==> src/rtl/ssd_pkg.sv <==
// Shared definitions for the seven-segment scan path (display selector and scan reader).
// Latency: n/a (types and constants only).
// Backpressure: n/a.
package ssd_pkg;

    // One-hot digit-select codes on ssd_ctrl; the display selector drives the same codes.
    localparam logic [1:0] CTRL_DIG_A = 2'b01;
    localparam logic [1:0] CTRL_DIG_B = 2'b10;

    // Capture progress since reset; only S_FULL means both digits are known.
    typedef enum logic [1:0] {
        S_EMPTY  = 2'd0,
        S_HAVE_A = 2'd1,
        S_HAVE_B = 2'd2,
        S_FULL   = 2'd3
    } ssd_state_e;

    // Which digit was captured most recently, used to detect an A->B frame.
    typedef enum logic [1:0] {
        SEL_NONE = 2'd0,
        SEL_A    = 2'd1,
        SEL_B    = 2'd2
    } last_sel_e;

    function automatic logic ctrl_is_legal(input logic [1:0] ctrl);
        return (ctrl == CTRL_DIG_A) || (ctrl == CTRL_DIG_B);
    endfunction

endpackage

==> src/rtl/ssd_scan_capture_stable_filter.sv <==
// Debounce filter: registers a bus every clock and pulses accept once it has held steady.
// Latency: accept_o is high in the cycle after edge k+STABLE_CYCLES-1 for input constant from edge k.
// Backpressure: none; the filter always samples and the accept pulse is never held off.
//
// Ports:
//   clk, rst   clock and asynchronous active-high reset
//   in_i       raw bus to be filtered
//   smp_o      registered sample (the value that accept_o refers to)
//   accept_o   one-cycle pulse, at most once per distinct stable value
module stable_filter #(
    parameter int WIDTH         = 6,
    parameter int STABLE_CYCLES = 4
) (
    input  logic             clk,
    input  logic             rst,
    input  logic [WIDTH-1:0] in_i,
    output logic [WIDTH-1:0] smp_o,
    output logic             accept_o
);

    localparam int CW = $clog2(STABLE_CYCLES + 1);

    logic [WIDTH-1:0] smp_q;
    logic [CW-1:0]    cnt_q, cnt_d;
    logic             accept_q, accept_d;
    logic             same;

    // The incoming value is compared with the sample already held, so the count
    // reflects how many consecutive samples have matched the current one.
    always_comb begin
        same     = (in_i == smp_q);
        cnt_d    = cnt_q;
        accept_d = 1'b0;
        if (!same) begin
            cnt_d = '0;
        end else if (cnt_q != CW'(STABLE_CYCLES)) begin
            cnt_d = cnt_q + 1'b1;
        end
        // Fire only on the STABLE_CYCLES-2 -> STABLE_CYCLES-1 step; saturation
        // above that keeps a steady value from being accepted twice.
        accept_d = same && (cnt_q == CW'(STABLE_CYCLES - 2));
    end

    always_ff @(posedge clk or posedge rst) begin
        if (rst) begin
            smp_q    <= '0;
            cnt_q    <= '0;
            accept_q <= 1'b0;
        end else begin
            smp_q    <= in_i;
            cnt_q    <= cnt_d;
            accept_q <= accept_d;
        end
    end

    assign smp_o    = smp_q;
    assign accept_o = accept_q;

endmodule

==> src/rtl/ssd_scan_capture.sv <==
// Scan reader: rebuilds both multiplexed seven-segment digit values from bus + digit select.
// Latency: inputs constant from edge k update the digit/flag outputs at edge k+STABLE_CYCLES.
// Backpressure: none; captures are free-running and outputs are plain registers.
//
// Ports:
//   clk, rst          clock and asynchronous active-high reset
//   bus_in            multiplexed digit value
//   ssd_ctrl          digit select (01 = A, 10 = B, others illegal)
//   digit_a, digit_b  last accepted value of each digit
//   valid             both digits captured since reset
//   frame_tick        one-cycle pulse when a B capture directly follows an A capture
//   frame_cnt         count of frame_tick pulses, wraps silently
//   err               one-cycle pulse when a stable illegal select is accepted
module ssd_scan_capture
    import ssd_pkg::*;
#(
    parameter int WIDTH         = 4,
    parameter int STABLE_CYCLES = 4,
    parameter int FRAME_W       = 8
) (
    input  logic               clk,
    input  logic               rst,
    input  logic [WIDTH-1:0]   bus_in,
    input  logic [1:0]         ssd_ctrl,
    output logic [WIDTH-1:0]   digit_a,
    output logic [WIDTH-1:0]   digit_b,
    output logic               valid,
    output logic               frame_tick,
    output logic [FRAME_W-1:0] frame_cnt,
    output logic               err
);

    logic [WIDTH+1:0] smp;
    logic             accept;
    logic [1:0]       smp_ctrl;
    logic [WIDTH-1:0] smp_bus;

    stable_filter #(
        .WIDTH         (WIDTH + 2),
        .STABLE_CYCLES (STABLE_CYCLES)
    ) u_filter (
        .clk      (clk),
        .rst      (rst),
        .in_i     ({ssd_ctrl, bus_in}),
        .smp_o    (smp),
        .accept_o (accept)
    );

    assign smp_ctrl = smp[WIDTH+1:WIDTH];
    assign smp_bus  = smp[WIDTH-1:0];

    logic cap_a, cap_b, cap_bad;

    assign cap_a   = accept && (smp_ctrl == CTRL_DIG_A);
    assign cap_b   = accept && (smp_ctrl == CTRL_DIG_B);
    assign cap_bad = accept && !ctrl_is_legal(smp_ctrl);

    // ---------------- capture datapath ----------------
    logic [WIDTH-1:0]   digit_a_q, digit_a_d;
    logic [WIDTH-1:0]   digit_b_q, digit_b_d;
    last_sel_e          last_sel_q, last_sel_d;
    logic [FRAME_W-1:0] frame_cnt_q, frame_cnt_d;
    logic               frame_tick_q, frame_tick_d;
    logic               err_q, err_d;

    always_comb begin
        digit_a_d    = digit_a_q;
        digit_b_d    = digit_b_q;
        last_sel_d   = last_sel_q;
        frame_cnt_d  = frame_cnt_q;
        frame_tick_d = 1'b0;
        err_d        = cap_bad;
        if (cap_a) begin
            digit_a_d  = smp_bus;
            last_sel_d = SEL_A;
        end else if (cap_b) begin
            digit_b_d  = smp_bus;
            last_sel_d = SEL_B;
            // Only an A immediately followed by a B closes a frame; B-B or a
            // B after reset does not.
            if (last_sel_q == SEL_A) begin
                frame_tick_d = 1'b1;
                frame_cnt_d  = frame_cnt_q + 1'b1;
            end
        end
    end

    always_ff @(posedge clk or posedge rst) begin
        if (rst) begin
            digit_a_q    <= '0;
            digit_b_q    <= '0;
            last_sel_q   <= SEL_NONE;
            frame_cnt_q  <= '0;
            frame_tick_q <= 1'b0;
            err_q        <= 1'b0;
        end else begin
            digit_a_q    <= digit_a_d;
            digit_b_q    <= digit_b_d;
            last_sel_q   <= last_sel_d;
            frame_cnt_q  <= frame_cnt_d;
            frame_tick_q <= frame_tick_d;
            err_q        <= err_d;
        end
    end

    // ---------------- fill-state FSM ----------------
    ssd_state_e state_q, state_d;

    always_ff @(posedge clk or posedge rst) begin
        if (rst) begin
            state_q <= S_EMPTY;
        end else begin
            state_q <= state_d;
        end
    end

    always_comb begin
        state_d = state_q;
        unique case (state_q)
            S_EMPTY: begin
                if (cap_a)      state_d = S_HAVE_A;
                else if (cap_b) state_d = S_HAVE_B;
            end
            S_HAVE_A: if (cap_b) state_d = S_FULL;
            S_HAVE_B: if (cap_a) state_d = S_FULL;
            S_FULL:   state_d = S_FULL;
            default:  state_d = S_EMPTY;
        endcase
    end

    assign digit_a    = digit_a_q;
    assign digit_b    = digit_b_q;
    assign valid      = (state_q == S_FULL);
    assign frame_tick = frame_tick_q;
    assign frame_cnt  = frame_cnt_q;
    assign err        = err_q;

endmodule

==> config.mk <==
export PLATFORM = sky130hd
export DESIGN_NAME = ssd_scan_capture
export DESIGN_NICKNAME = d
export VERILOG_FILES = /design/src/rtl/ssd_pkg.sv /design/src/rtl/ssd_scan_capture_stable_filter.sv /design/src/rtl/ssd_scan_capture.sv
export SDC_FILE = /design/constraint.sdc
export NUM_CORES = 1
export LEC_CHECK = 0
export ABC_CLOCK_PERIOD_IN_PS = 3150
export CORE_UTILIZATION = 54
export CTS_CLUSTER_DIAMETER = 200
export DETAILED_ROUTE_END_ITERATION = 8
export PLACE_DENSITY = 0.83
export SKIP_LAST_GASP = 1
export SYNTH_ARGS = -nofsm -noshare
export SYNTH_HDL_FRONTEND = slang
export SYNTH_SLANG_ARGS = --single-unit
==> constraint.sdc <==
create_clock -name clk -period 3.15 [get_ports clk]
set_input_delay 0.4725 -clock clk [delete_from_list [all_inputs] [get_ports clk]]
set_output_delay 0.4725 -clock clk [all_outputs]
set_load 0.05 [all_outputs]
==> metrics.txt <==
outcome finished, final reports clean; Final Hold Viols 0; fin. max-slew vios 0; Worst-Skew Late Latency around 0.33 ns; Hold Path Stages 1; Num CTS Buffers 5; final instance count without filler cells 167; Netlist Area Pre-Place approximately 1400 sq um; H-tree depth 2; Setup Fix Bufs, Post-CTS 0; row count 18; DRT Pass-1 Iters 4; GRT Util Overall 0.212; Worst-path clk slew 0.09 ns; commonest non-fill, non-tap cells in the layout 32 x dfrtp_1, 26 x clkdlybuf4s50_1, 7 x xor2_1, 7 x nand2_1, 7 x xnor2_1; vias in the first global route slightly above 900; Die ar. around 2800 sq um; Worst-Margin Slew slightly above 0.5 ns; Routed WL 2.46 mm; CTS Root Cell clkbuf_4; TNS Setup 0 ns; YS warnings 0; CTS Hold Bufs 0; Post-Place Cell Area between 1500 and 2000 sq um; Initial Util 0.566; critical path data arrival time between 1.5 and 2 ns; hold path endpoint frame_cnt[7]; Synth Net Count between 100 and 150; die width 52.7 microns; worst path cell trace clkdlybuf4s50_1; clk_skew roughly 0.0013 ns; Crit path largest cell delay 0.84 ns; startpoint types register; register area 801 sq um; Multi-input gate area 551 sq um; Post-CTS Resized 0; dpl hpwl 1.76 mm; max_cap viols 0; Tcrit/Tclk final 0.664; RSZ-0062 raised after global routing false; Worst R2R End digit_b[0]; most common cell after layout, fill and taps aside dfrtp_1; Mean Syn Cell Area 13.4 sq um; Port Buffers 26; Syn Inst Count 104; Die H 52.7 microns; clk buf depth 2; FF+latch count, synth 32; Slew Limit Headroom 0.663; RePlAce Congestion 0.722; share of cells above drive strength 1 0.161; 1st-iter DRT viols 7; grt ovf 0; I/O pin cnt 27; Placed Cells incl. Taps 159; Crit Path Max Fanout 6; fmax 0.478 GHz; CP Capture Type output port; CP bufs+invs 1; P_leak 0.862 nW; DR WL/cell about 15 microns; CTS tree yes; # DRC 0; delay-heaviest family, CP buffers and inverters; sequential area share after synthesis 0.577; Reg2Reg Setup Slack about 1.5 ns; Final setup viols 0; distinct cell type count after synthesis 29; RR Startpoint u_filter.smp_o[4]; nets 150; PwrDens 402 nW/um^2; VDD IR max 363 uV; Crit-path slowest cell clkdlybuf4s50_1; vias per cell 5.28; Setup CP Type reg2out; Min-Delay Path Class reg2reg; Worst Reg-to-Reg Cells 5; Hold Crit Start frame_cnt[7]; Layout area overhead 25.1%; Layout fillers 179; largest net degree at the start of global routing 33; ant diodes 0; fin crit period 2.09 ns; CTS sink cnt 32; initial antenna violation count 0; first-pass GRT wire length approximately 4.0 mm; Routed Antenna Nets 0; Core ar. between 2000 and 2500 sq um; CP required 2.68 ns; fin area roughly 1700 sq um; Vias 881
## Yosys cell counts
master | n | area [sq um]
nand4_1 | 3 | 18.8
nand2_1 | 7 | 26.3
mux2_4 | 4 | 60.1
nor2_2 | 1 | 6.26
nor2b_1 | 1 | 6.26
nand2b_1 | 1 | 6.26
o21bai_1 | 1 | 7.51
and2_1 | 1 | 6.26
inv_1 | 6 | 22.5
nor3_1 | 5 | 25.0
clkbuf_1 | 1 | 3.75
nor3b_1 | 1 | 7.51
mux2_2 | 5 | 56.3
nand3_1 | 2 | 10.0
o21ai_0 | 1 | 5.00
nor4_2 | 2 | 25.0
ha_1 | 6 | 75.1
and2_2 | 1 | 7.51
or2_1 | 1 | 6.26
xnor2_1 | 7 | 61.3
nand3b_1 | 1 | 7.51
nand4b_4 | 1 | 23.8
nor4_1 | 1 | 6.26
nor4b_2 | 1 | 15.0
dfrtp_1 | 32 | 801
a21oi_1 | 2 | 10.0
buf_6 | 1 | 11.3
mux2i_1 | 1 | 10.0
xor2_1 | 7 | 61.3
## per-layer routing
metal  up-vias  part of all wire  GRT usage
met5         -                 0          0
met4         0             0.010     0.0921
met3         4             0.044     0.0928
met2        23              0.51      0.331
met1       438              0.44      0.252
li1        416                 -          -
## cell families after synthesis
logic type | synth area share
AOI/OAI and AO/OA | 0.0162
xor gates and xnor gates | 0.0883
adders and majority gates | 0.0541
buffers and inverters | 0.0270
DFF | 0.577
muxes | 0.0910
and+or+nand+nor | 0.147
## cell type report
cell class | instances | share of cell area
Timing Repair Buffer | 27 | 0.154
Multi-Input combinational cell | 64 | 0.317
Inverter | 6 | 0.0130
Sequential cell | 32 | 0.461
Clock buffer | 8 | 0.0338
Tap cell | 30 | 0.0216
## worst max-delay path by stage
| stage | endpoint | cells past startpoint | startpoint | slack (ns) |
|---|---|---|---|---|
| 2_1_floorplan | digit_b[0] | 6 | u_filter.smp_o[4] | 1.65 |
| 4_1_cts | frame_cnt[3] | 1 | frame_cnt[3] | 1.04 |
| 3_3_place_gp | valid | 2 | state_q[0] | 1.45 |
| 6_report | frame_cnt[3] | 1 | frame_cnt[3] | 1.06 |
| 5_1_grt | valid | 2 | state_q[0] | 0.97 |
| 3_5_place_dp | frame_cnt[3] | 1 | frame_cnt[3] | 1.42 |
## sequential cells by signal, summed over array words and instances, names as in the netlist
signal,flops
frame_cnt,8
u_filter.smp_o,6
digit_a,4
digit_b,4
u_filter.cnt_q,3
last_sel_q,2
state_q,2
err,1
frame_tick,1
u_filter.accept_o,1
## where the power goes
part | internal, mW | leakage [nW] | switching [mW]
logic | 0.0174 | 0.396 | 0.0188
registers | 0.415 | 0.433 | 0.00432
clock network | 0.110 | 0.0326 | 0.133
total | 0.542 | 0.862 | 0.156
## metrics by stage
stage | utilization | hold slack, ns | total power [mW] | worst slack, ns
2_1_floorplan | - | 0.434 | 0.447 | 1.65
3_3_place_gp | 0.684 | 0.450 | 0.463 | 1.45
3_5_place_dp | 0.684 | 0.463 | 0.465 | 1.42
4_1_cts | 0.708 | 0.481 | 0.707 | 1.04
5_1_grt | 0.708 | 0.491 | 0.732 | 0.974
6_report | 0.708 | 0.474 | 0.699 | 1.06
Note: power is estimated with default switching activity, not from simulation.
